$ cat config.mk
export PLATFORM = sky130hd
export DESIGN_NAME = demux_lector
export DESIGN_NICKNAME = d
export VERILOG_FILES = /design/src/rtl/demux_lector.sv
export SDC_FILE = /design/constraint.sdc
export NUM_CORES = 1
export LEC_CHECK = 0
export BUFFER_PORTS_ARGS = -buffer_cell sky130_fd_sc_hd__buf_2
export CAP_MARGIN = 10
export CORE_MARGIN = 4
export CORE_UTILIZATION = 30
export CTS_BUF_LIST = sky130_fd_sc_hd__clkbuf_16
export CTS_CLUSTER_DIAMETER = 80
export DETAILED_ROUTE_END_ITERATION = 6
export GPL_ROUTABILITY_DRIVEN = 0
export MAX_ROUTING_LAYER = met4
export SLEW_MARGIN = 0
export SYNTH_ARGS = -nofsm -noshare
export SYNTH_HDL_FRONTEND = slang
export SYNTH_SLANG_ARGS = --single-unit
$ cat constraint.sdc
create_clock -name clk -period 1.7 [get_ports clk]
set_input_delay 0.34 -clock clk [delete_from_list [all_inputs] [get_ports clk]]
set_output_delay 0.34 -clock clk [all_outputs]
set_load 0.1 [all_outputs]
$ cat src/rtl/demux_lector.sv
// demux_lector
//   Drains an upstream FIFO and routes each word to one of two output
//   channels according to the word's most significant bit. A small FSM
//   governs when reads may be issued, honouring a global enable and
//   almost-full backpressure from both downstream channels.
//
// Ports
//   clk          : single clock, rising edge
//   reset        : asynchronous active-high reset
//   habilitar    : enables draining of the upstream FIFO
//   fifo_empty   : upstream FIFO empty flag
//   fifo_data    : upstream FIFO data_out, valid the cycle after a read
//   pausa0/1     : almost-full backpressure from channels 0 / 1
//   read_enable  : combinational pop request to the upstream FIFO
//   data_out0/1  : routed words (hold their value between pulses)
//   valid_out0/1 : one-cycle qualifiers for data_out0/1
//   cnt0/1       : per-channel delivered-word counters (wrap at 8 bits)
//   estado       : current FSM state encoding
module demux_lector #(
    parameter int tamano_datos = 10
) (
    input  logic                    clk,
    input  logic                    reset,
    input  logic                    habilitar,
    input  logic                    fifo_empty,
    input  logic [tamano_datos-1:0] fifo_data,
    input  logic                    pausa0,
    input  logic                    pausa1,
    output logic                    read_enable,
    output logic [tamano_datos-1:0] data_out0,
    output logic [tamano_datos-1:0] data_out1,
    output logic                    valid_out0,
    output logic                    valid_out1,
    output logic [7:0]              cnt0,
    output logic [7:0]              cnt1,
    output logic [1:0]              estado
);

    typedef enum logic [1:0] {
        IDLE   = 2'b00,
        ACTIVE = 2'b01,
        PAUSE  = 2'b10
    } estado_t;

    estado_t est_q;
    estado_t est_d;
    logic    rd_q;
    logic    pausa;
    logic    sel;

    assign pausa  = pausa0 | pausa1;
    assign sel    = fifo_data[tamano_datos-1];
    assign estado = est_q;

    // Next-state and read request
    always_comb begin
        est_d       = est_q;
        read_enable = 1'b0;
        case (est_q)
            IDLE: begin
                if (habilitar && !fifo_empty)
                    est_d = ACTIVE;
            end
            ACTIVE: begin
                read_enable = habilitar && !fifo_empty && !pausa;
                if (!habilitar || fifo_empty)
                    est_d = IDLE;
                else if (pausa)
                    est_d = PAUSE;
            end
            PAUSE: begin
                if (!habilitar)
                    est_d = IDLE;
                else if (!pausa)
                    est_d = ACTIVE;
            end
            default: est_d = IDLE;
        endcase
    end

    // State register
    always_ff @(posedge clk or posedge reset) begin
        if (reset)
            est_q <= IDLE;
        else
            est_q <= est_d;
    end

    // Read pipeline and routing. rd_q marks that fifo_data carries a freshly
    // popped word this cycle; it is delivered regardless of what the FSM
    // inputs do in the meantime.
    always_ff @(posedge clk or posedge reset) begin
        if (reset) begin
            rd_q       <= 1'b0;
            data_out0  <= '0;
            data_out1  <= '0;
            valid_out0 <= 1'b0;
            valid_out1 <= 1'b0;
            cnt0       <= '0;
            cnt1       <= '0;
        end else begin
            rd_q       <= read_enable;
            valid_out0 <= rd_q && !sel;
            valid_out1 <= rd_q && sel;
            if (rd_q && !sel) begin
                data_out0 <= fifo_data;
                cnt0      <= cnt0 + 8'd1;
            end
            if (rd_q && sel) begin
                data_out1 <= fifo_data;
                cnt1      <= cnt1 + 8'd1;
            end
        end
    end

endmodule

# --- Word level (Yosys, flattened, before mapping) ---
# Cells that the tools add are included.
# Widths: inputs -> output; s select.
word_totals:
  ff_bits: 41
  input_bits: 16
  output_inout_bits: 41
op_classes:
  addsub: 2
  eq_ne: 5
  mux: 7
  n_bitwise: 1
  n_reduce_logical: 11
ops:
  columns: ["operator", "n"]
  rows:
  - ["$add 8x1->8 const B", 2]
  - ["$mux 2", 5]
  - ["$ne 3x3->1 const B", 2]
  - ["$pmux 2 s3", 1]
  - ["$logic_and 1x1->1", 4]
  - ["$logic_not 1->1", 4]
  - ["$reduce_and 3->1", 1]
  - ["$eq 2x1->1 const B", 1]
  - ["$eq 2x2->1 const B", 1]
  - ["$logic_not 2->1", 1]
  - ["$ne 2x2->1 const B", 1]
  - ["$logic_or 1x1->1", 1]
  - ["$mux 1", 1]
  - ["$or 1x1->1", 1]

# --- Depth between registers and ports, before layout ---
logic_depth:
  ltp_word: 4
  ltp_mapped: 5
  ltp_nobuf: 4

# --- Worst setup path before layout ---
# No wires, ideal clock.
synth_timing:
  path_kind: "flip-flop to flip-flop"
  from: "register est_q[0], in the netlist estado[0]"
  to: "register rd_q"
  setup_time_ns: 0.430
  arrival_time_ns: 4.043
  path_slack_ns: -2.773
  path_stages_with_launch: 3
  synth_period_minus_slack_ns: 4.473
  path_cell_list: "dfrtp_1 -> nand2b_1 -> nor4_1"
synth_between:
  elab_chain_len: 2
synth_rtl:
  columns: ["element", "line_no", "rtl"]
  rows:
  - ["start, declared", "45", "estado_t est_q;"]
  - ["start signal, assigned", "86", "est_q <= est_d;"]
  - ["$eq 2x1->1", "59", "case (est_q)"]
  - ["$mux 1", "59", null]
  - ["via read_enable", "29", "output logic read_enable,"]
  - ["end signal, assigned", "102", "rd_q <= read_enable;"]
  - ["end, declared", "47", "logic rd_q;"]
# The timed path passes the listed nets, and every way through them passes these cells.
# A chain may end at the register's enable or synchronous reset.

# --- Worst setup path after layout ---
layout_timing:
  from: "register est_q[0], in the netlist estado[0]"
  to: "output read_enable"
layout_between:
  elab_chain_len: 2
layout_rtl:
  columns: ["element", "line_no"]
  rows:
  - ["$eq 2x1->1", "59"]
  - ["$mux 1", "59"]
  - ["end, declared", "29"]
# Every way passes these cells.

==> metrics.csv <==
metric,value,unit
status,completed,
route.detailed.drc,0,
timing.critical_path.slowest_stage_cell,dfrtp_4,
power.share.clock,0.317,
synthesis.instances,155,
antenna_violations_before_repair,0,
cts.path.max_buffers,2,
reg2reg_to,cnt1[5],
net-switching-power,1.041,mW
synth_most_common_cell,nand2_1,
route.detailed.vias_per_inst,4.351,
routed_wl,3513,µm
drv_slew,0,
design.final.nets,235,
design.die.area,0.006692,mm²
layout.cell_area.non_filler,0.002206,mm²
cts-root-buf,clkbuf_16,
layout_min_cycle_time,1.680,ns
timing.max_cap.violations,0,
die_width,81.81,µm
cts.clk_slew.worst_paths,0.06,ns
starting_density,0.3139,
share_of_the_clock_period_used_by_the_worst_path,0.9883,
numCtsBuffers,5,
critical_path.endpoint_type,output port,
final_hold_viol_count,0,
synthesis.yosys.warnings,0,
dieHeight,81.81,µm
clock_sinks,41,
avg_wl_per_cell,12.20,µm
rr_worst_depth,4,
mappedNetlistNets,173,
ctsHtreeMaxLevel,2,
synthToLayoutAreaGrowth,34.99,%
place_area,0.002069,mm²
crit_fanout,5,
async_reset_ff_frac,1.000,
clk-insertion-delay-late,0.28,ns
combinationalPowerShare,0.280,
drt_first_iter_violations,40,
antenna_cells_inserted,0,
clock_tree_from_tritoncts,yes,
crit-reg2reg-launch,rd_q,
grt_start_max_net_pins,24,
synth_ff_type,dfrtp_1,
crit_path_cells,"nand2b_4, nor4_4, buf_12",
first_global_vias,1200,
drt.antenna.violating_nets,0,
ioPinCount,57,
top_post_synthesis_cells_by_count,"64 x nand2_1, 41 x dfrtp_1, 13 x xnor2_1",
cell_internal_pwr,1.690,mW
timing.hold.worst.class,in2async,
power_density,1238,mW/mm²
placementRows,26,
slowest_delay,0.44,ns
hold_slack,0.08318,ns
floorplan.core_area,0.005205,mm²
dpl.hpwl,2538,µm
post_synth.cell_area_avg,10.54,µm²
crit_required,1.36,ns
drt_pre_antenna_iters,4,
synth_area,0.001634,mm²
setup_viol_count_final,0,
grt_usage,0.1176,
power_frac_seq,0.403,
critical_path_class,reg2out,
cts_setup_buffers,0,
crit_path_start_kind,flop,
power_switching_share,0.3811,
grt_first_pass_wirelength,5685,µm
maxClockFrequency,595.2,MHz
post_synth_main_area_contributors,"dfrtp_1 63%, nand2_1 15%, xnor2_1 7.0%",
synth.yosys.seq_area_share,0.6279,
count_of_flip_flops_with_a_built_in_enable_after_synthesis,0,
netlist-cell-type-count,23,
leakage,1.248,nW
netlist.area_leader.share,0.6279,
worst-slew-pin-transition,0.7020,ns
vias,1253,
clock_skew,0.002674,ns
grt.overflow.total,0,
synth.largest_area_cell,dfrtp_1,
worst_ep_arrival_time,1.34,ns
synth_seq_cells,41,
grt_setup_unrepaired,yes,
maxSlewHeadroom,0.5291,
timing.reg2reg.setup_slack,0.54,ns
final_layout_size_suffix_gt1_frac,0.3578,
vdd.ir_drop.worst,544.9,µV
buffer_ports.inserted,56,
==> power groups by stage <==
stage	combinational, mW	sequential (mW)	clock, mW
2_1_floorplan	0.0939	1.65	0
3_3_place_gp	0.769	1.12	0
3_5_place_dp	0.773	1.12	0
4_1_cts	0.772	1.10	0.896
5_1_grt	0.798	1.11	0.935
6_report	0.764	1.10	0.866
==> state kept, by name (all words and copies together), names as in the netlist <==
name	flops
cnt0	8
cnt1	8
data_out0	10
data_out1	10
estado	2
rd_q	1
valid_out0	1
valid_out1	1
==> worst max-delay path by stage <==
stage,from,endpoint,slack [ns],depth (start not counted)
final,estado[0],read_enable,0.02,3
after global placement,fifo_empty,read_enable,0.21,4
after global routing,estado[0],read_enable,-0.04,3
after CTS,estado[0],read_enable,0.01,3
after floorplan,estado[0],read_enable,-0.48,2
after detailed placement,fifo_empty,read_enable,0.21,4
==> layer usage <==
| layer | vias to the layer above | share of wire | track usage |
|---|---|---|---|
| met5 | - | 0 | - |
| met4 | 0 | 0.013 | 0.03987 |
| met3 | 6 | 0.069 | 0.04057 |
| met2 | 34 | 0.47 | 0.1939 |
| met1 | 593 | 0.45 | 0.1333 |
| li1 | 620 | - | - |
==> cell type report <==
type | count | area (µm²)
tap | 70 | 87.58
timing repair buffer | 59 | 330.3
clock inverter | 3 | 11.26
fill | 539 | 2999
multi-input combinational | 107 | 604.3
inverter | 3 | 11.26
clock buffer | 5 | 125.1
sequential | 41 | 1036
==> critical path, delay by kind of cell, from the launching register on <==
kind | cells | cell delay (ns)
buffers and inverters | 1 | 0.22
and+or+nand+nor | 2 | 0.41
DFF | 1 | 0.44
==> kinds of logic (layout without fill, tap and decap cells) <==
kind of cell,after synthesis,in the layout,share of synthesized area
and+or+nand+nor,87,87,0.2389
DFF,41,41,0.6279
xor gates and xnor gates,14,14,0.07964
buffers and inverters,7,70,0.02067
AOI/OAI and AO/OA,3,3,0.01072
adders and majority gates,2,2,0.01531
muxes,1,1,0.006891
==> timing repair <==
action	in CTS	in global routing
gates resized for setup	0	0
endpoints found under the setup margin	0	1
hold buffers	0	0
==> placed cells by master, fill, tap and decap left out, types with 3 or more instances in the layout <==
cell type   n
inv_1       3
and3_1      4
nand2b_4    3
nand2_1    64
clkbuf_16   5
xnor2_1    13
nand4_1     7
buf_2      55
dfrtp_1    37
==> per-stage QoR <==
stage	total power, mW	std cells	util	setup TNS, ns	worst slack [ns]
6_report	2.731	288	0.4238	0	0.01985
2_1_floorplan	1.748	155	-	-0.8468	-0.4752
4_1_cts	2.770	288	0.4238	0	0.01153
3_3_place_gp	1.885	280	0.3976	0	0.2149
3_5_place_dp	1.890	280	0.3976	0	0.2118
5_1_grt	2.844	288	0.4238	-0.03691	-0.03691
No activity file was read; power rests on OpenSTA's default activity.
